### src/rtl/seg7_bcd_scan_counter_if.sv
// Signal bundle for seg7_bcd_scan_counter.
// The master side drives the count controls and display decimal points.
// The slave side (the counter) returns the BCD value, the wrap pulse and the display pins.
interface seg7_bcd_scan_counter_if #(
    parameter int DIGITS = 6
);
    logic                  en;
    logic                  up_dn;
    logic                  load;
    logic [4*DIGITS-1:0]   load_val;
    logic [DIGITS-1:0]     dp_mask;
    logic [4*DIGITS-1:0]   count;
    logic                  wrap;
    logic [DIGITS-1:0]     sel_out;
    logic [7:0]            dig_out;

    modport master (
        output en, up_dn, load, load_val, dp_mask,
        input  count, wrap, sel_out, dig_out
    );

    modport slave (
        input  en, up_dn, load, load_val, dp_mask,
        output count, wrap, sel_out, dig_out
    );
endinterface

### src/rtl/seg7_bcd_scan_counter.sv
// N-digit BCD up/down counter with a tick prescaler and a time-multiplexed
// common-anode 7-segment scan driver (active-low digit selects and segments).
// The count steps once every TICK_DIV enabled clocks. Each digit is lit for
// SCAN_DIV clocks in turn.
// Optional macro SEG7_LZB_EN: blank leading zero digits (digit 0 is never blanked).
module seg7_bcd_scan_counter #(
    parameter int DIGITS   = 6,
    parameter int TICK_DIV = 50_000_000,
    parameter int SCAN_DIV = 50_000
) (
    input  logic                        clk,
    input  logic                        reset,
    seg7_bcd_scan_counter_if.slave      bus
);

    localparam int CW = 4 * DIGITS;
    localparam int PW = $clog2(TICK_DIV);
    localparam int SW = $clog2(SCAN_DIV + 1);
    localparam int IW = $clog2(DIGITS + 1);

    localparam logic [PW-1:0] PRESC_LAST = PW'(TICK_DIV - 1);
    localparam logic [SW-1:0] SCAN_LAST  = SW'(SCAN_DIV - 1);
    localparam logic [IW-1:0] IDX_LAST   = IW'(DIGITS - 1);

    // Clamp each nibble of a load value to a legal BCD digit.
    function automatic logic [CW-1:0] bcd_saturate(input logic [CW-1:0] v);
        logic [CW-1:0] r;
        r = v;
        for (int i = 0; i < DIGITS; i++) begin
            if (v[4*i +: 4] > 4'd9) begin
                r[4*i +: 4] = 4'd9;
            end else begin
                r[4*i +: 4] = v[4*i +: 4];
            end
        end
        return r;
    endfunction

    // One BCD step up (ripple carry) or down (ripple borrow) across all digits.
    function automatic logic [CW-1:0] bcd_step(input logic [CW-1:0] v, input logic up);
        logic [CW-1:0] r;
        logic          c;
        logic [3:0]    n;
        r = v;
        c = 1'b1;
        for (int i = 0; i < DIGITS; i++) begin
            n = v[4*i +: 4];
            if (c) begin
                if (up) begin
                    if (n >= 4'd9) begin
                        r[4*i +: 4] = 4'd0;
                    end else begin
                        r[4*i +: 4] = n + 4'd1;
                        c = 1'b0;
                    end
                end else begin
                    if (n == 4'd0) begin
                        r[4*i +: 4] = 4'd9;
                    end else begin
                        r[4*i +: 4] = n - 4'd1;
                        c = 1'b0;
                    end
                end
            end else begin
                r[4*i +: 4] = n;
            end
        end
        return r;
    endfunction

    // True when every digit equals the given nibble.
    function automatic logic bcd_all(input logic [CW-1:0] v, input logic [3:0] nib);
        logic r;
        r = 1'b1;
        for (int i = 0; i < DIGITS; i++) begin
            r = r & (v[4*i +: 4] == nib);
        end
        return r;
    endfunction

    // Active-low segment pattern g..a for one BCD digit. An illegal code is shown blank.
    function automatic logic [6:0] seg_decode(input logic [3:0] nib);
        logic [6:0] s;
        case (nib)
            4'd0:    s = 7'h40;
            4'd1:    s = 7'h79;
            4'd2:    s = 7'h24;
            4'd3:    s = 7'h30;
            4'd4:    s = 7'h19;
            4'd5:    s = 7'h12;
            4'd6:    s = 7'h02;
            4'd7:    s = 7'h78;
            4'd8:    s = 7'h00;
            4'd9:    s = 7'h10;
            default: s = 7'h7F;
        endcase
        return s;
    endfunction

    logic [PW-1:0]     presc_r;
    logic [CW-1:0]     count_r;
    logic              wrap_r;
    logic [SW-1:0]     scan_cnt_r;
    logic [IW-1:0]     idx_r;
    logic [DIGITS-1:0] sel_out_r;
    logic [7:0]        dig_out_r;

    logic              tick_s;
    logic              roll_s;
    logic              scan_end_s;
    logic [DIGITS-1:0] sel_onehot_s;
    logic [3:0]        nib_s;
    logic              dp_s;
    logic              lz_blank_s;

    // Step strobe, terminal-value detection and scan slot end.
    always_comb begin
        tick_s     = bus.en && (presc_r == PRESC_LAST);
        roll_s     = bus.up_dn ? bcd_all(count_r, 4'd9) : bcd_all(count_r, 4'd0);
        scan_end_s = (scan_cnt_r == SCAN_LAST);
    end

    // One-hot AND-OR select of the nibble and decimal point of the current digit.
    always_comb begin
        sel_onehot_s = DIGITS'(1) << idx_r;
        nib_s        = 4'd0;
        dp_s         = 1'b0;
        for (int i = 0; i < DIGITS; i++) begin
            nib_s = nib_s | (count_r[4*i +: 4] & {4{sel_onehot_s[i]}});
            dp_s  = dp_s  | (bus.dp_mask[i] & sel_onehot_s[i]);
        end
    end

`ifdef SEG7_LZB_EN
    logic [DIGITS-1:0] blank_s;
    logic              zero_run_s;

    // Mark digits above 0 whose nibble and every higher nibble are zero.
    always_comb begin
        blank_s    = '0;
        zero_run_s = 1'b1;
        for (int i = DIGITS - 1; i >= 0; i--) begin
            zero_run_s = zero_run_s & (count_r[4*i +: 4] == 4'd0);
            blank_s[i] = zero_run_s & (i != 0);
        end
        lz_blank_s = |(blank_s & sel_onehot_s);
    end
`else
    assign lz_blank_s = 1'b0;
`endif

    // Prescaler, BCD counter and wrap pulse. A load overrides a tick in the same cycle.
    always_ff @(posedge clk) begin
        if (!reset) begin
            presc_r <= '0;
            count_r <= '0;
            wrap_r  <= 1'b0;
        end else if (bus.load) begin
            presc_r <= '0;
            count_r <= bcd_saturate(bus.load_val);
            wrap_r  <= 1'b0;
        end else if (tick_s) begin
            presc_r <= '0;
            count_r <= bcd_step(count_r, bus.up_dn);
            wrap_r  <= roll_s;
        end else if (bus.en) begin
            presc_r <= presc_r + PW'(1);
            wrap_r  <= 1'b0;
        end else begin
            wrap_r  <= 1'b0;
        end
    end

    // Free-running scan slot timer and digit index (wraps explicitly at the last digit).
    always_ff @(posedge clk) begin
        if (!reset) begin
            scan_cnt_r <= '0;
            idx_r      <= '0;
        end else if (scan_end_s) begin
            scan_cnt_r <= '0;
            idx_r      <= (idx_r == IDX_LAST) ? '0 : idx_r + IW'(1);
        end else begin
            scan_cnt_r <= scan_cnt_r + SW'(1);
        end
    end

    // Registered display pins, one cycle behind the digit index and count.
    always_ff @(posedge clk) begin
        if (!reset) begin
            sel_out_r <= '1;
            dig_out_r <= 8'hFF;
        end else begin
            sel_out_r <= ~sel_onehot_s;
            dig_out_r <= {~dp_s, (lz_blank_s ? 7'h7F : seg_decode(nib_s))};
        end
    end

    assign bus.count   = count_r;
    assign bus.wrap    = wrap_r;
    assign bus.sel_out = sel_out_r;
    assign bus.dig_out = dig_out_r;

endmodule

### src/flat_wrapper.sv
// flat-port wrapper written by rule: the top's interface ports become plain ports
module seg7_bcd_scan_counter_flat 
#(
    parameter int DIGITS   = 6,
    parameter int TICK_DIV = 50_000_000,
    parameter int SCAN_DIV = 50_000
)
  (clk, reset, bus_en, bus_up_dn, bus_load, bus_load_val, bus_dp_mask, bus_count, bus_wrap, bus_sel_out, bus_dig_out);
  seg7_bcd_scan_counter_if #(.DIGITS(DIGITS)) bus_i ();
  input  logic clk;
  input  logic reset;
  input wire logic [$bits(bus_i.en)-1:0] bus_en;
  input wire logic [$bits(bus_i.up_dn)-1:0] bus_up_dn;
  input wire logic [$bits(bus_i.load)-1:0] bus_load;
  input wire logic [$bits(bus_i.load_val)-1:0] bus_load_val;
  input wire logic [$bits(bus_i.dp_mask)-1:0] bus_dp_mask;
  output wire logic [$bits(bus_i.count)-1:0] bus_count;
  output wire logic [$bits(bus_i.wrap)-1:0] bus_wrap;
  output wire logic [$bits(bus_i.sel_out)-1:0] bus_sel_out;
  output wire logic [$bits(bus_i.dig_out)-1:0] bus_dig_out;
  assign bus_i.en = bus_en;
  assign bus_i.up_dn = bus_up_dn;
  assign bus_i.load = bus_load;
  assign bus_i.load_val = bus_load_val;
  assign bus_i.dp_mask = bus_dp_mask;
  assign bus_count = bus_i.count;
  assign bus_wrap = bus_i.wrap;
  assign bus_sel_out = bus_i.sel_out;
  assign bus_dig_out = bus_i.dig_out;
  seg7_bcd_scan_counter #(.DIGITS(DIGITS), .TICK_DIV(TICK_DIV), .SCAN_DIV(SCAN_DIV)) u_core (.clk(clk), .reset(reset), .bus(bus_i));
endmodule
### config.mk
export PLATFORM = sky130hd
export DESIGN_NAME = seg7_bcd_scan_counter_flat
export DESIGN_NICKNAME = d
export VERILOG_FILES = /design/src/rtl/seg7_bcd_scan_counter_if.sv /design/src/rtl/seg7_bcd_scan_counter.sv /design/src/flat_wrapper.sv
export SDC_FILE = /design/constraint.sdc
export NUM_CORES = 1
export LEC_CHECK = 0
export CAP_MARGIN = 20
export CORE_UTILIZATION = 50
export DETAILED_ROUTE_END_ITERATION = 8
export GPL_TIMING_DRIVEN = 0
export PLACE_DENSITY_LB_ADDON = 0.05
export SETUP_SLACK_MARGIN = 0.4
export SLEW_MARGIN = 10
export SYNTH_ARGS = -nofsm -noshare
export SYNTH_HDL_FRONTEND = slang
export SYNTH_SLANG_ARGS = --single-unit
### constraint.sdc
create_clock -name clk -period 2.5 [get_ports clk]
set_clock_uncertainty 0.05 [all_clocks]
set_input_delay 0.25 -clock clk [delete_from_list [all_inputs] [get_ports clk]]
set_output_delay 0.25 -clock clk [all_outputs]
set_load 0.02 [all_outputs]
==> results_tabular.tex, run 1 <==
\begin{tabular}{lr}
\hline
Metric & Value \\
\hline
\multicolumn{2}{l}{\textbf{Yosys}} \\
\quad Xor and xnor area share after synthesis & 6.76\% \\
\quad Fraction of the mapped netlist area in compound gates & 19.3\% \\
\quad Register bit count reported by yosys & 84 \\
\quad Number of synthesized flops with an enable pin & 0 \\
\quad Most common cell in the netlist & sky130\_fd\_sc\_hd\_\_dfxtp\_1 \\
\quad Yosys warnings & 0 \\
\quad Post-synthesis instance total & 673 \\
\quad Syn Std Cell Area & 5440 sq um \\
\quad Post-synth top flop & sky130\_fd\_sc\_hd\_\_dfxtp\_1 \\
\quad Leading area contributor after synthesis & sky130\_fd\_sc\_hd\_\_dfxtp\_1 \\
\quad Fraction of the yosys area taken by sequential cells & 30.9\% \\
\quad Multiplexer fraction of the synthesized cell area & 3.13\% \\
\quad Cells taking the most area after synthesis & sky130\_fd\_sc\_hd\_\_dfxtp\_1 (31\%), sky130\_fd\_sc\_hd\_\_ha\_1 (5.7\%), sky130\_fd\_sc\_hd\_\_nor2\_1 (5.1\%), sky130\_fd\_sc\_hd\_\_xnor2\_1 (5.0\%), sky130\_fd\_sc\_hd\_\_nand3\_1 (3.4\%) \\
\quad Adder and majority cell fraction of the synthesized area & 5.75\% \\
\quad Share of the synthesized area in the top cell type & 30.9\% \\
\quad Mean cell area of the mapped netlist & 8.09 sq um \\
\quad Fraction of the mapped netlist area in simple logic gates & 27.9\% \\
\quad Total nets after synthesis & 733 \\
\quad Combinational family with the most area after synthesis & simple AND/OR/NAND/NOR gates \\
\quad Most common library cells after synthesis & sky130\_fd\_sc\_hd\_\_dfxtp\_1 (84), sky130\_fd\_sc\_hd\_\_nor2\_1 (74), sky130\_fd\_sc\_hd\_\_inv\_1 (45) \\
\quad Post-synth ARST share & 0\% \\
\quad Library cells used by synthesis & 77 \\
\multicolumn{2}{l}{\textbf{Power}} \\
\quad Power Dens Cells & 436 nW/um\^{}2 \\
\quad Static power due to leakage & 2.66 nW \\
\quad Total chip power & 3.24 mW \\
\quad Worst-case vdd ir drop & 0.414 mV \\
\multicolumn{2}{l}{\textbf{Setup path}} \\
\quad Reg2Reg Depth & 6 \\
\quad Crit Path Max Fanout & 8 \\
\quad Beginning of the critical path & u\_core.bus.count[22] \\
\quad Data arrival time of the critical path & 2.40 ns \\
\quad Reg-to-reg critical path startpoint & u\_core.bus.count[22] \\
\quad Launching element type of the critical path & flop \\
\quad Data required time at the worst endpoint & 2.69 ns \\
\quad Critical setup path kind & reg -> reg \\
\quad Critical Path Sink Type & flop \\
\multicolumn{2}{l}{\textbf{Clocking}} \\
\quad CTS tree & built \\
\quad CTS sink cnt & 84 \\
\quad Max clock buf depth & 2 \\
\quad Worst-Skew Late Latency & 0.38 ns \\
\quad Number of hold buffers added after cts & 0 \\
\quad Depth of the CTS H-tree & 3 \\
\quad Cell chosen for the clock root & sky130\_fd\_sc\_hd\_\_clkbuf\_8 \\
\quad Clock buffers created by TritonCTS & 9 \\
\quad Clock transition at path regs & 0.09 ns \\
\multicolumn{2}{l}{\textbf{Timing}} \\
\quad Final worst setup slack & 0.294 ns \\
\quad Setup repair after global routing missed its margin & true \\
\quad Fin crit share & 88.2\% \\
\quad Count of endpoints failing hold in the final timing report & 0 \\
\quad Actual slew at the worst max-slew pin & 0.768 ns \\
\quad Tightest slew margin relative to the limit & 48.8\% \\
\quad Minimum clock period after layout & 2.21 ns \\
\quad Max Slew Vio Count & 0 \\
\quad Number of endpoints failing setup at the final stage & 0 \\
\quad Hold WS & 0.175 ns \\
\quad Achievable Freq & 0.453 GHz \\
\multicolumn{2}{l}{\textbf{Global route}} \\
\quad Antenna violations before repair & 0 \\
\quad Maximum number of pins on one net before global-route repair & 15 \\
\quad Vias in the first global route & 5432 \\
\quad Global-route wire length before repair & 27000 um \\
\quad Global-route usage over all layers & 30.4\% \\
\quad Overflow left after global routing & 0 \\
\multicolumn{2}{l}{\textbf{Placed design}} \\
\quad Placed cell count & 879 \\
\quad HPWL after DPL & 11800 um \\
\quad Total of buffers placed on input and output ports & 70 \\
\quad Routability cong. & 0.938 \\
\quad Pre-CTS setup slack & -0.281 ns \\
\multicolumn{2}{l}{\textbf{Die}} \\
\quad DIE WIDTH & 106 um \\
\quad Number of top-level pins & 74 \\
\quad Vertical die dimension & 106 um \\
\quad Initial Utilization & 52.2\% \\
\quad CORE AREA & 10400 sq um \\
\quad Number of standard-cell rows in the floorplan & 37 \\
\quad Die area & 11300 sq um \\
\multicolumn{2}{l}{\textbf{Routing}} \\
\quad Residual DRC & 0 \\
\quad Via count & 5775 \\
\quad Count of antenna-violating nets left after detailed routing & 0 \\
\quad Drt pass-1 iters & 6 \\
\quad DR iter-0 viols & 553 \\
\quad Wire length per cell & 18.3 um \\
\quad Via count normalized by instance count & 6.20 \\
\quad Routed wire length & 17000 um \\
\multicolumn{2}{l}{\textbf{Min path}} \\
\quad Source of the worst hold timing path & bus\_en \\
\quad Hold WC Path Type & in -> reg \\
\quad Hold path depth & 3 \\
\multicolumn{2}{l}{\textbf{Finish}} \\
\quad Area Growth Syn to Fin & 36.5\% \\
\quad Number of standard cells in the final layout excluding fillers & 931 \\
\quad Fraction of layout instances using a drive strength above 1 & 21.1\% \\
\quad Post-route core utilization & 71.3\% \\
\quad Number of antenna cells inserted & 0 \\
\quad Filler Cells Inserted & 816 \\
\quad Nets & 850 \\
\multicolumn{2}{l}{\textbf{Status}} \\
\quad Result of the run & finished clean \\
\multicolumn{2}{l}{\textbf{Run}} \\
\quad Number of max-cap violations & 0 \\
\hline
\end{tabular}
[metrics by stage]
stage | instance area, sq um | setup TNS [ns]
3_5_place_dp | 6390 | -5.27
5_1_grt | 7430 | 0
2_1_floorplan | 5520 | 0
3_3_place_gp | 6390 | -5.52
6_report | 7430 | 0
4_1_cts | 7100 | 0
[area by class of cell]
type	count	area, sq um	share of cell area [%]
Clock inverter	5	57.6	0.775
Timing Repair Buffer	106	1030	13.8
Sequential cell	84	1720	23.1
Tap cell	136	170	2.29
Inverter	46	185	2.49
Multi-Input combinational cell	505	3870	52.1
Clock buffer	11	151	2.04
Buffer	38	246	3.32
[state kept, by name, indices dropped and copies added, names as in the netlist]
signal	cells
u_core.presc_r	26
u_core.bus.count	24
u_core.scan_cnt_r	16
u_core.bus.dig_out	8
u_core.bus.sel_out	6
u_core.idx_r	3
u_core.bus.wrap	1
[critical path: stages (launching register included)]
cell and delay (ns):
sky130_fd_sc_hd__dfxtp_1 0.43, sky130_fd_sc_hd__mux4_2 0.51, sky130_fd_sc_hd__a222oi_1 0.32, sky130_fd_sc_hd__buf_4 0.17, sky130_fd_sc_hd__and4bb_4 0.25, sky130_fd_sc_hd__mux2i_2 0.24, sky130_fd_sc_hd__nand3_1 0.10
[placed cells by master, fill, tap and decap left out, types with 8 or more instances in the layout]
cell type                         count
sky130_fd_sc_hd__ha_1                19
sky130_fd_sc_hd__nor2_1              72
sky130_fd_sc_hd__inv_1               37
sky130_fd_sc_hd__o21ai_0             25
sky130_fd_sc_hd__nand2b_1            10
sky130_fd_sc_hd__clkdlybuf4s50_1     69
sky130_fd_sc_hd__nor3_1              14
sky130_fd_sc_hd__dfxtp_4              8
sky130_fd_sc_hd__o22ai_1              8
sky130_fd_sc_hd__dfxtp_1             71
sky130_fd_sc_hd__buf_4               29
sky130_fd_sc_hd__nor3b_1              8
sky130_fd_sc_hd__xor2_1              11
sky130_fd_sc_hd__a21oi_1             24
sky130_fd_sc_hd__nor4_1              10
sky130_fd_sc_hd__nor2b_1             10
sky130_fd_sc_hd__buf_6                8
sky130_fd_sc_hd__clkbuf_2             8
sky130_fd_sc_hd__nand2_1             33
sky130_fd_sc_hd__clkbuf_1            14
sky130_fd_sc_hd__clkbuf_8            14
sky130_fd_sc_hd__and3_1               9
sky130_fd_sc_hd__nand3_1             32
sky130_fd_sc_hd__xnor2_1             31
sky130_fd_sc_hd__nand4_1             14
[cells by family after synthesis]
kind of cell | Yosys count
AOI/OAI and AO/OA | 149
xor gates and xnor gates | 42
adders and majority gates | 25
buffers and inverters | 84
DFF | 84
muxes | 13
and+or+nand+nor | 276
[path summary, 6_finish.rpt]
| path | end | slack [ns] |
|---|---|---|
| hold reg to reg | u_core.scan_cnt_r[0] | 0.44 |
| hold / removal | u_core.presc_r[0] | 0.18 |
| setup reg to reg | u_core.bus.dig_out[0] | 0.29 |
| setup / recovery | u_core.bus.dig_out[0] | 0.29 |
[routing by layer]
| layer | GRT usage [%] | part of all wire [%] | wire (um) | vias to the layer above |
|---|---|---|---|---|
| met2 | 50.2 | 48 | 8190 | 282 |
| met4 | 16.9 | 3.8 | 641 | 0 |
| met3 | 6.32 | 8.4 | 1430 | 54 |
| li1 | - | - | - | 2711 |
| met5 | 0 | 0 | 0 | - |
| met1 | 36.8 | 40 | 6730 | 2728 |
[where the power goes]
part	total, mW	internal [mW]	leakage, nW	switching (mW)
logic	0.769	0.360	1.86	0.409
clock network	1.04	0.518	0.110	0.518
registers	1.43	1.37	0.693	0.0580
total	3.24	2.25	2.66	0.985
[repair_timing]
action | in CTS | in global routing
gates cloned | 1 | 1
gates resized for setup | 79 | 58
pin swaps | 12 | 15
setup buffers | 23 | 11
setup endpoints to repair | 68 | 59
Note: power is estimated with default switching activity, not from simulation.
==> run 2, diff against run 1 <==
CORE_UTILIZATION = 55   (was 50)
clock period = 2.2 ns   (was 2.5 ns; I/O delays follow)
==> results_tabular.tex, run 2 (synthesized netlist as in run 1, its figures left out) <==
\begin{tabular}{lr}
\hline
Metric & Value \\
\hline
\multicolumn{2}{l}{\textbf{Die}} \\
\quad Vertical die dimension & 101 um (was 106 um) \\
\quad Die area & 10300 sq um (was 11300 sq um) \\
\quad DIE WIDTH & 101 um (was 106 um) \\
\quad Number of standard-cell rows in the floorplan & 35 (was 37) \\
\quad CORE AREA & 9420 sq um (was 10400 sq um) \\
\quad Initial Utilization & 57.8\% (was 52.2\%) \\
\quad Number of top-level pins & 74 (unchanged) \\
\multicolumn{2}{l}{\textbf{Setup path}} \\
\quad Slack of the worst reg-to-reg path & -0.18 ns (was 0.29 ns) \\
\quad Data arrival time of the critical path & 2.62 ns (was 2.40 ns) \\
\quad Worst path slowest cell & sky130\_fd\_sc\_hd\_\_dfxtp\_1 (was sky130\_fd\_sc\_hd\_\_mux4\_2) \\
\quad Crit Path Max Fanout & 5 (was 8) \\
\quad Delay of the slowest critical-path stage & 0.42 ns (was 0.51 ns) \\
\quad Data required time at the worst endpoint & 2.44 ns (was 2.69 ns) \\
\quad Launching element type of the critical path & flop (unchanged) \\
\quad Critical Path Sink Type & flop (unchanged) \\
\quad Cells traversed along the worst timing path & nor4bb\_1 -> and4b\_1 -> nor4b\_4 -> buf\_6 -> buf\_8 -> buf\_4 -> a211oi\_2 -> a311oi\_1 (was mux4\_2 -> a222oi\_1 -> buf\_4 -> and4bb\_4 -> mux2i\_2 -> nand3\_1) \\
\quad Critical setup path kind & reg -> reg (unchanged) \\
\multicolumn{2}{l}{\textbf{Routing}} \\
\quad Wire length per cell & 21.5 um (was 18.3 um) \\
\quad Routed wire length & 20600 um (was 17000 um) \\
\quad Max Used Layer & met4 (unchanged) \\
\quad Residual DRC & 0 (unchanged) \\
\quad Count of antenna-violating nets left after detailed routing & 0 (unchanged) \\
\quad Met3 wire len & 2030 um (was 1430 um) \\
\quad DR iter-0 viols & 856 (was 553) \\
\quad M1 WL & 7310 um (was 6730 um) \\
\quad WL met2 & 9860 um (was 8190 um) \\
\quad Drt pass-1 iters & 8 (was 6) \\
\quad Via count & 6437 (was 5775) \\
\quad Via count normalized by instance count & 6.74 (was 6.20) \\
\multicolumn{2}{l}{\textbf{Clocking}} \\
\quad Number of hold buffers added after cts & 0 (unchanged) \\
\quad Worst-Skew Late Latency & 0.37 ns (was 0.38 ns) \\
\quad Clock buffers created by TritonCTS & 9 (unchanged) \\
\quad Max clock buf depth & 2 (unchanged) \\
\quad CTS tree & built (unchanged) \\
\quad CTS sink cnt & 84 (unchanged) \\
\quad Cell chosen for the clock root & sky130\_fd\_sc\_hd\_\_clkbuf\_8 (unchanged) \\
\quad Clock transition at path regs & 0.10 ns (was 0.09 ns) \\
\quad Depth of the CTS H-tree & 3 (unchanged) \\
\multicolumn{2}{l}{\textbf{Min path}} \\
\quad Hold WC Path Type & in -> reg (unchanged) \\
\multicolumn{2}{l}{\textbf{Timing}} \\
\quad Max Slew Vio Count & 0 (unchanged) \\
\quad Achievable Freq & 0.421 GHz (was 0.453 GHz) \\
\quad Final worst setup slack & -0.178 ns (was 0.294 ns) \\
\quad Setup repair after global routing missed its margin & true (unchanged) \\
\quad Tightest slew margin relative to the limit & 46.3\% (was 48.8\%) \\
\quad Count of endpoints failing hold in the final timing report & 0 (unchanged) \\
\quad Minimum clock period after layout & 2.38 ns (was 2.21 ns) \\
\quad Actual slew at the worst max-slew pin & 0.806 ns (was 0.768 ns) \\
\quad Setup tns final & -1.89 ns (was 0 ns) \\
\quad Number of endpoints failing setup at the final stage & 18 (was 0) \\
\quad Fin crit share & 108\% (was 88.2\%) \\
\multicolumn{2}{l}{\textbf{Finish}} \\
\quad Post-route core utilization & 85.8\% (was 71.3\%) \\
\quad Final std cell area, no fill & 8080 sq um (was 7430 sq um) \\
\quad Nets & 881 (was 850) \\
\quad Area Growth Syn to Fin & 48.5\% (was 36.5\%) \\
\quad Fraction of layout instances using a drive strength above 1 & 31.0\% (was 21.1\%) \\
\quad Area used by multi-input combinational logic & 4210 sq um (was 3870 sq um) \\
\quad Register bank with the most flops & u\_core.presc\_r (unchanged) \\
\quad Filler Cells Inserted & 489 (was 816) \\
\quad Top library cells by usage in the layout, fill and taps aside & sky130\_fd\_sc\_hd\_\_nor2\_1 (70), sky130\_fd\_sc\_hd\_\_clkdlybuf4s50\_1 (65), sky130\_fd\_sc\_hd\_\_buf\_4 (58), sky130\_fd\_sc\_hd\_\_dfxtp\_1 (52), sky130\_fd\_sc\_hd\_\_inv\_1 (37) (was sky130\_fd\_sc\_hd\_\_nor2\_1 (72), sky130\_fd\_sc\_hd\_\_dfxtp\_1 (71), sky130\_fd\_sc\_hd\_\_clkdlybuf4s50\_1 (69), sky130\_fd\_sc\_hd\_\_inv\_1 (37), sky130\_fd\_sc\_hd\_\_nand2\_1 (33)) \\
\quad Number of flip-flops in the largest register & 26 (unchanged) \\
\quad Register area & 1750 sq um (was 1720 sq um) \\
\quad Leading cell type in the layout, fill and taps excluded & sky130\_fd\_sc\_hd\_\_nor2\_1 (unchanged) \\
\quad Number of antenna cells inserted & 0 (unchanged) \\
\multicolumn{2}{l}{\textbf{Placed design}} \\
\quad Dpl cell area & 6550 sq um (was 6390 sq um) \\
\quad Total of buffers placed on input and output ports & 70 (unchanged) \\
\quad HPWL after DPL & 11700 um (was 11800 um) \\
\quad Routability cong. & 0.982 (was 0.938) \\
\multicolumn{2}{l}{\textbf{Power}} \\
\quad Power Dens Cells & 458 nW/um\^{}2 (was 436 nW/um\^{}2) \\
\quad Total chip power & 3.70 mW (was 3.24 mW) \\
\quad Static power due to leakage & 3.00 nW (was 2.66 nW) \\
\quad Worst-case vdd ir drop & 0.428 mV (was 0.414 mV) \\
\multicolumn{2}{l}{\textbf{Global route}} \\
\quad Vias in the first global route & 5707 (was 5432) \\
\quad Maximum number of pins on one net before global-route repair & 16 (was 15) \\
\quad Antenna violations before repair & 1 (was 0) \\
\quad Overflow left after global routing & 0 (unchanged) \\
\quad Global-route wire length before repair & 27800 um (was 27000 um) \\
\quad Global-route usage over all layers & 34.5\% (was 30.4\%) \\
\multicolumn{2}{l}{\textbf{Run}} \\
\quad Number of max-cap violations & 0 (unchanged) \\
\multicolumn{2}{l}{\textbf{Status}} \\
\quad Result of the run & finished, violations left (was finished clean) \\
\quad Violated checks & negative setup slack \\
\hline
\end{tabular}
[run 2: cell count changes in the layout (fill, tap and decap cells not counted), moves of 5 or more]
cell,before,now
sky130_fd_sc_hd__buf_4,29,58
sky130_fd_sc_hd__dfxtp_1,71,52
sky130_fd_sc_hd__dfxtp_2,5,21
sky130_fd_sc_hd__nor4_1,10,3
sky130_fd_sc_hd__buf_2,7,2
[run 2: final cells by class]
type | instances | share of cell area, %
Clock buffer | 10 | 1.58
Sequential cell | 84 | 21.7
Clock inverter | 6 | 0.604
Multi-Input combinational cell | 505 | 52.1
Timing Repair Buffer | 137 | 16.3
Inverter | 46 | 2.29
Buffer | 38 | 3.48
Tap cell | 129 | 2.00
[run 2: per-layer routing]
layer  up-vias  GRT usage, %
li1       2770             -
met1      3038          39.8
met2       458          60.3
met3       171          7.38
met4         0          17.5
met5         -             0
[run 2: report_power, final]
group / internal, mW / switching [mW] / leakage [nW]
clock network: 0.424 / 0.665 / 0.0864
logic: 0.456 / 0.527 / 2.22
registers: 1.56 / 0.0696 / 0.702
total: 2.44 / 1.26 / 3.00
[run 2: what timing repair did]
action | 4_1_cts | 5_1_grt
setup buffers | 40 | 23
resized for setup | 93 | 107
cloned | 0 | 4
endpoints found under the setup margin | 78 | 77
pin swaps | 23 | 19
[run 2: stage by stage]
step | worst slack (ns) | instances | hold WS, ns
after CTS | 0.0191 | 928 | 0.166
final | -0.178 | 955 | 0.153
after floorplan | 0.100 | 673 | 0.277
after global placement | -0.635 | 872 | 0.388
after global routing | -0.220 | 955 | 0.177
after detailed placement | -0.726 | 872 | 0.398
[run 2: worst max-delay path: cells and delay by family, from the launching register on]
kind / cells / cell delay [ns]
buffers and inverters: 3 / 0.45
AO/OA/AOI/OAI: 2 / 0.28
flip-flops: 1 / 0.42
AND/OR/NAND/NOR: 3 / 1.10
[run 2: path summary, 6_finish.rpt]
check                              end  cells past startpoint                 start
setup / recovery  u_core.bus.count[10]                      8    u_core.presc_r[17]
hold / removal       u_core.presc_r[0]                      3                bus_en
setup reg to reg  u_core.bus.count[10]                      8    u_core.presc_r[17]
hold reg to reg   u_core.scan_cnt_r[0]                      1  u_core.scan_cnt_r[0]
==> run 3, diff against run 2 <==
SKIP_LAST_GASP = 1   (was default)
==> results_tabular.tex, run 3 (synthesized netlist as in run 1, its figures left out) <==
\begin{tabular}{lr}
\hline
Metric & Value \\
\hline
\multicolumn{2}{l}{\textbf{Timing}} \\
\quad Fin crit share & 106\% (was 108\%) \\
\quad Minimum clock period after layout & 2.34 ns (was 2.38 ns) \\
\quad Setup tns final & -0.407 ns (was -1.89 ns) \\
\quad Count of endpoints failing hold in the final timing report & 0 (unchanged) \\
\quad Number of endpoints failing setup at the final stage & 8 (was 18) \\
\quad Max Slew Vio Count & 0 (unchanged) \\
\quad Setup repair after global routing missed its margin & true (unchanged) \\
\quad Final worst setup slack & -0.140 ns (was -0.178 ns) \\
\quad Actual slew at the worst max-slew pin & 0.857 ns (was 0.806 ns) \\
\quad Achievable Freq & 0.427 GHz (was 0.421 GHz) \\
\quad Tightest slew margin relative to the limit & 42.9\% (was 46.3\%) \\
\multicolumn{2}{l}{\textbf{Clocking}} \\
\quad Cell chosen for the clock root & sky130\_fd\_sc\_hd\_\_clkbuf\_8 (unchanged) \\
\quad Worst-Skew Late Latency & 0.37 ns (about the same) \\
\quad CTS tree & built (unchanged) \\
\quad Depth of the CTS H-tree & 3 (unchanged) \\
\quad CTS sink cnt & 84 (unchanged) \\
\quad Max clock buf depth & 2 (unchanged) \\
\quad Number of hold buffers added after cts & 0 (unchanged) \\
\quad Clock buffers created by TritonCTS & 9 (unchanged) \\
\quad Clock transition at path regs & 0.10 ns (about the same) \\
\multicolumn{2}{l}{\textbf{Setup path}} \\
\quad Crit path buf inv count & 3 (unchanged) \\
\quad Cell type with the highest occurrence count on the critical path & sky130\_fd\_sc\_hd\_\_buf\_4 \\
\quad Data arrival time of the critical path & 2.61 ns (was 2.62 ns) \\
\quad Reg-to-reg critical path startpoint & u\_core.idx\_r[0] (was u\_core.presc\_r[17]) \\
\quad Delay of the slowest critical-path stage & 0.67 ns (was 0.42 ns) \\
\quad Critical Path Sink Type & flop (unchanged) \\
\quad Reg2Reg Capture Point & u\_core.bus.dig\_out[3] (was u\_core.bus.count[10]) \\
\quad Slack of the worst reg-to-reg path & -0.14 ns (was -0.18 ns) \\
\quad Data required time at the worst endpoint & 2.47 ns (was 2.44 ns) \\
\quad Worst path slowest cell & sky130\_fd\_sc\_hd\_\_nor3\_1 (was sky130\_fd\_sc\_hd\_\_dfxtp\_1) \\
\quad Reg2Reg Depth & 8 (unchanged) \\
\quad Critical setup path kind & reg -> reg (unchanged) \\
\quad Crit Path Max Fanout & 5 (unchanged) \\
\quad Crit-path leading delay family & simple AND/OR/NAND/NOR gates (unchanged) \\
\quad Launching element type of the critical path & flop (unchanged) \\
\quad Cells traversed along the worst timing path & buf\_6 -> buf\_4 -> nor3b\_2 -> a222oi\_1 -> buf\_4 -> nor3\_1 -> mux2i\_2 -> nand3\_1 (was nor4bb\_1 -> and4b\_1 -> nor4b\_4 -> buf\_6 -> buf\_8 -> buf\_4 -> a211oi\_2 -> a311oi\_1) \\
\multicolumn{2}{l}{\textbf{Power}} \\
\quad Power Dens Cells & 459 nW/um\^{}2 (was 458 nW/um\^{}2) \\
\quad Static power due to leakage & 2.97 nW (was 3.00 nW) \\
\quad Worst-case vdd ir drop & 0.447 mV (was 0.428 mV) \\
\multicolumn{2}{l}{\textbf{Min path}} \\
\quad Hold path depth & 3 (unchanged) \\
\quad Hold WC Path Type & in -> reg (unchanged) \\
\quad Capture endpoint of the worst hold path & u\_core.presc\_r[0] (unchanged) \\
\quad Source of the worst hold timing path & bus\_en (unchanged) \\
\multicolumn{2}{l}{\textbf{Routing}} \\
\quad Via count normalized by instance count & 6.69 (was 6.74) \\
\quad Drt pass-1 iters & 6 (was 8) \\
\quad Wire length per cell & 21.2 um (was 21.5 um) \\
\quad Routed wire length & 20200 um (was 20600 um) \\
\quad Residual DRC & 0 (unchanged) \\
\quad DR iter-0 viols & 842 (was 856) \\
\quad Count of antenna-violating nets left after detailed routing & 0 (unchanged) \\
\quad Via count & 6393 (was 6437) \\
\multicolumn{2}{l}{\textbf{Global route}} \\
\quad Antenna violations before repair & 0 (was 1) \\
\quad Maximum number of pins on one net before global-route repair & 16 (unchanged) \\
\quad Global-route wire length before repair & 27800 um (unchanged) \\
\quad Global-route usage over all layers & 34.5\% (unchanged) \\
\quad Vias in the first global route & 5707 (unchanged) \\
\quad Overflow left after global routing & 0 (unchanged) \\
\multicolumn{2}{l}{\textbf{Die}} \\
\quad Die area & 10300 sq um (unchanged) \\
\quad DIE WIDTH & 101 um (unchanged) \\
\quad Vertical die dimension & 101 um (unchanged) \\
\quad Initial Utilization & 57.8\% (unchanged) \\
\quad Number of top-level pins & 74 (unchanged) \\
\quad CORE AREA & 9420 sq um (unchanged) \\
\quad Number of standard-cell rows in the floorplan & 35 (unchanged) \\
\multicolumn{2}{l}{\textbf{Finish}} \\
\quad Area Growth Syn to Fin & 47.7\% (was 48.5\%) \\
\quad Register bank with the most flops & u\_core.presc\_r (unchanged) \\
\quad Filler Cells Inserted & 504 (was 489) \\
\quad Nets & 881 (unchanged) \\
\quad Top library cells by usage in the layout, fill and taps aside & sky130\_fd\_sc\_hd\_\_nor2\_1 (70), sky130\_fd\_sc\_hd\_\_clkdlybuf4s50\_1 (67), sky130\_fd\_sc\_hd\_\_buf\_4 (60), sky130\_fd\_sc\_hd\_\_dfxtp\_1 (52), sky130\_fd\_sc\_hd\_\_inv\_1 (37) (was sky130\_fd\_sc\_hd\_\_nor2\_1 (70), sky130\_fd\_sc\_hd\_\_clkdlybuf4s50\_1 (65), sky130\_fd\_sc\_hd\_\_buf\_4 (58), sky130\_fd\_sc\_hd\_\_dfxtp\_1 (52), sky130\_fd\_sc\_hd\_\_inv\_1 (37)) \\
\quad Final std cell area, no fill & 8040 sq um (was 8080 sq um) \\
\quad Leading cell type in the layout, fill and taps excluded & sky130\_fd\_sc\_hd\_\_nor2\_1 (unchanged) \\
\quad Number of antenna cells inserted & 0 (unchanged) \\
\quad Fraction of layout instances using a drive strength above 1 & 30.8\% (was 31.0\%) \\
\quad Number of flip-flops in the largest register & 26 (unchanged) \\
\multicolumn{2}{l}{\textbf{Placed design}} \\
\quad Total of buffers placed on input and output ports & 70 (unchanged) \\
\quad HPWL after DPL & 11700 um (unchanged) \\
\quad Routability cong. & 0.982 (unchanged) \\
\quad Dpl cell area & 6550 sq um (unchanged) \\
\multicolumn{2}{l}{\textbf{Status}} \\
\quad Result of the run & finished, violations left (unchanged) \\
\quad Violated checks & negative setup slack (unchanged) \\
\multicolumn{2}{l}{\textbf{Run}} \\
\quad Number of max-cap violations & 0 (unchanged) \\
\hline
\end{tabular}
## run 3: how the worst max path moves through the flow
stage / to / startpoint / cells past startpoint
floorplan: u_core.bus.dig_out[4] / u_core.idx_r[0] / 6
detailed placement: u_core.bus.count[18] / bus_up_dn / 7
finish: u_core.bus.dig_out[3] / u_core.idx_r[0] / 8
global route: u_core.bus.dig_out[3] / u_core.idx_r[1] / 7
global placement: u_core.bus.count[2] / bus_up_dn / 8
CTS: u_core.bus.count[20] / u_core.bus.count[1] / 10
## run 3: timing repair
action	in CTS	in global routing
endpoints found under the hold margin	0	0
setup buffers	40	23
resized for setup	93	97
gates cloned	0	4
pin swaps	23	19
setup endpoints to repair	78	77
## run 3: final cells by class
cell class              count  area, sq um  area share (%)
repair buffers            137         1310            16.3
plain buffers              38          279            3.47
inverters                  46          185            2.30
clock buffers              10          128            1.59
well taps                 129          161            2.01
clock inverters             6         48.8           0.607
flip-flops and latches     84         1750            21.8
multi-input cells         505         4180            52.0
## run 3: report_power, final
| group | switching [mW] | internal (mW) | leakage, nW |
|---|---|---|---|
| combinational | 0.523 | 0.453 | 2.18 |
| sequential | 0.0683 | 1.56 | 0.702 |
| clock | 0.658 | 0.424 | 0.0864 |
| total | 1.25 | 2.44 | 2.97 |
## run 3: worst register-to-register path, stage by stage, from the launching register on
cell	delay [ns]
sky130_fd_sc_hd__dfxtp_2	0.33
sky130_fd_sc_hd__buf_6	0.13
sky130_fd_sc_hd__buf_4	0.15
sky130_fd_sc_hd__nor3b_2	0.29
sky130_fd_sc_hd__a222oi_1	0.12
sky130_fd_sc_hd__buf_4	0.19
sky130_fd_sc_hd__nor3_1	0.67
sky130_fd_sc_hd__mux2i_2	0.22
sky130_fd_sc_hd__nand3_1	0.15
## run 3: per-layer routing
metal  vias to the layer above  GRT usage [%]  wire length, um  share of wire (%)
li1                       2761              -                -                  -
met3                       141           7.38             2050                 10
met2                       467           60.3             9820                 49
met1                      3024           39.8             7200                 36
met5                         -              0                0                  0
met4                         0           17.5             1170                5.8
## run 3: stage by stage
step           power (mW)  util [%]  hold WS [ns]  worst slack (ns)  std cells
6_report             3.69      85.4         0.157            -0.140        955
5_1_grt              3.78      85.4         0.174            -0.209        955
3_5_place_dp         2.39      69.6         0.398            -0.726        872
2_1_floorplan        2.11         -         0.277             0.100        673
4_1_cts              3.51      78.1         0.166            0.0191        928
3_3_place_gp         2.37      69.6         0.388            -0.635        872
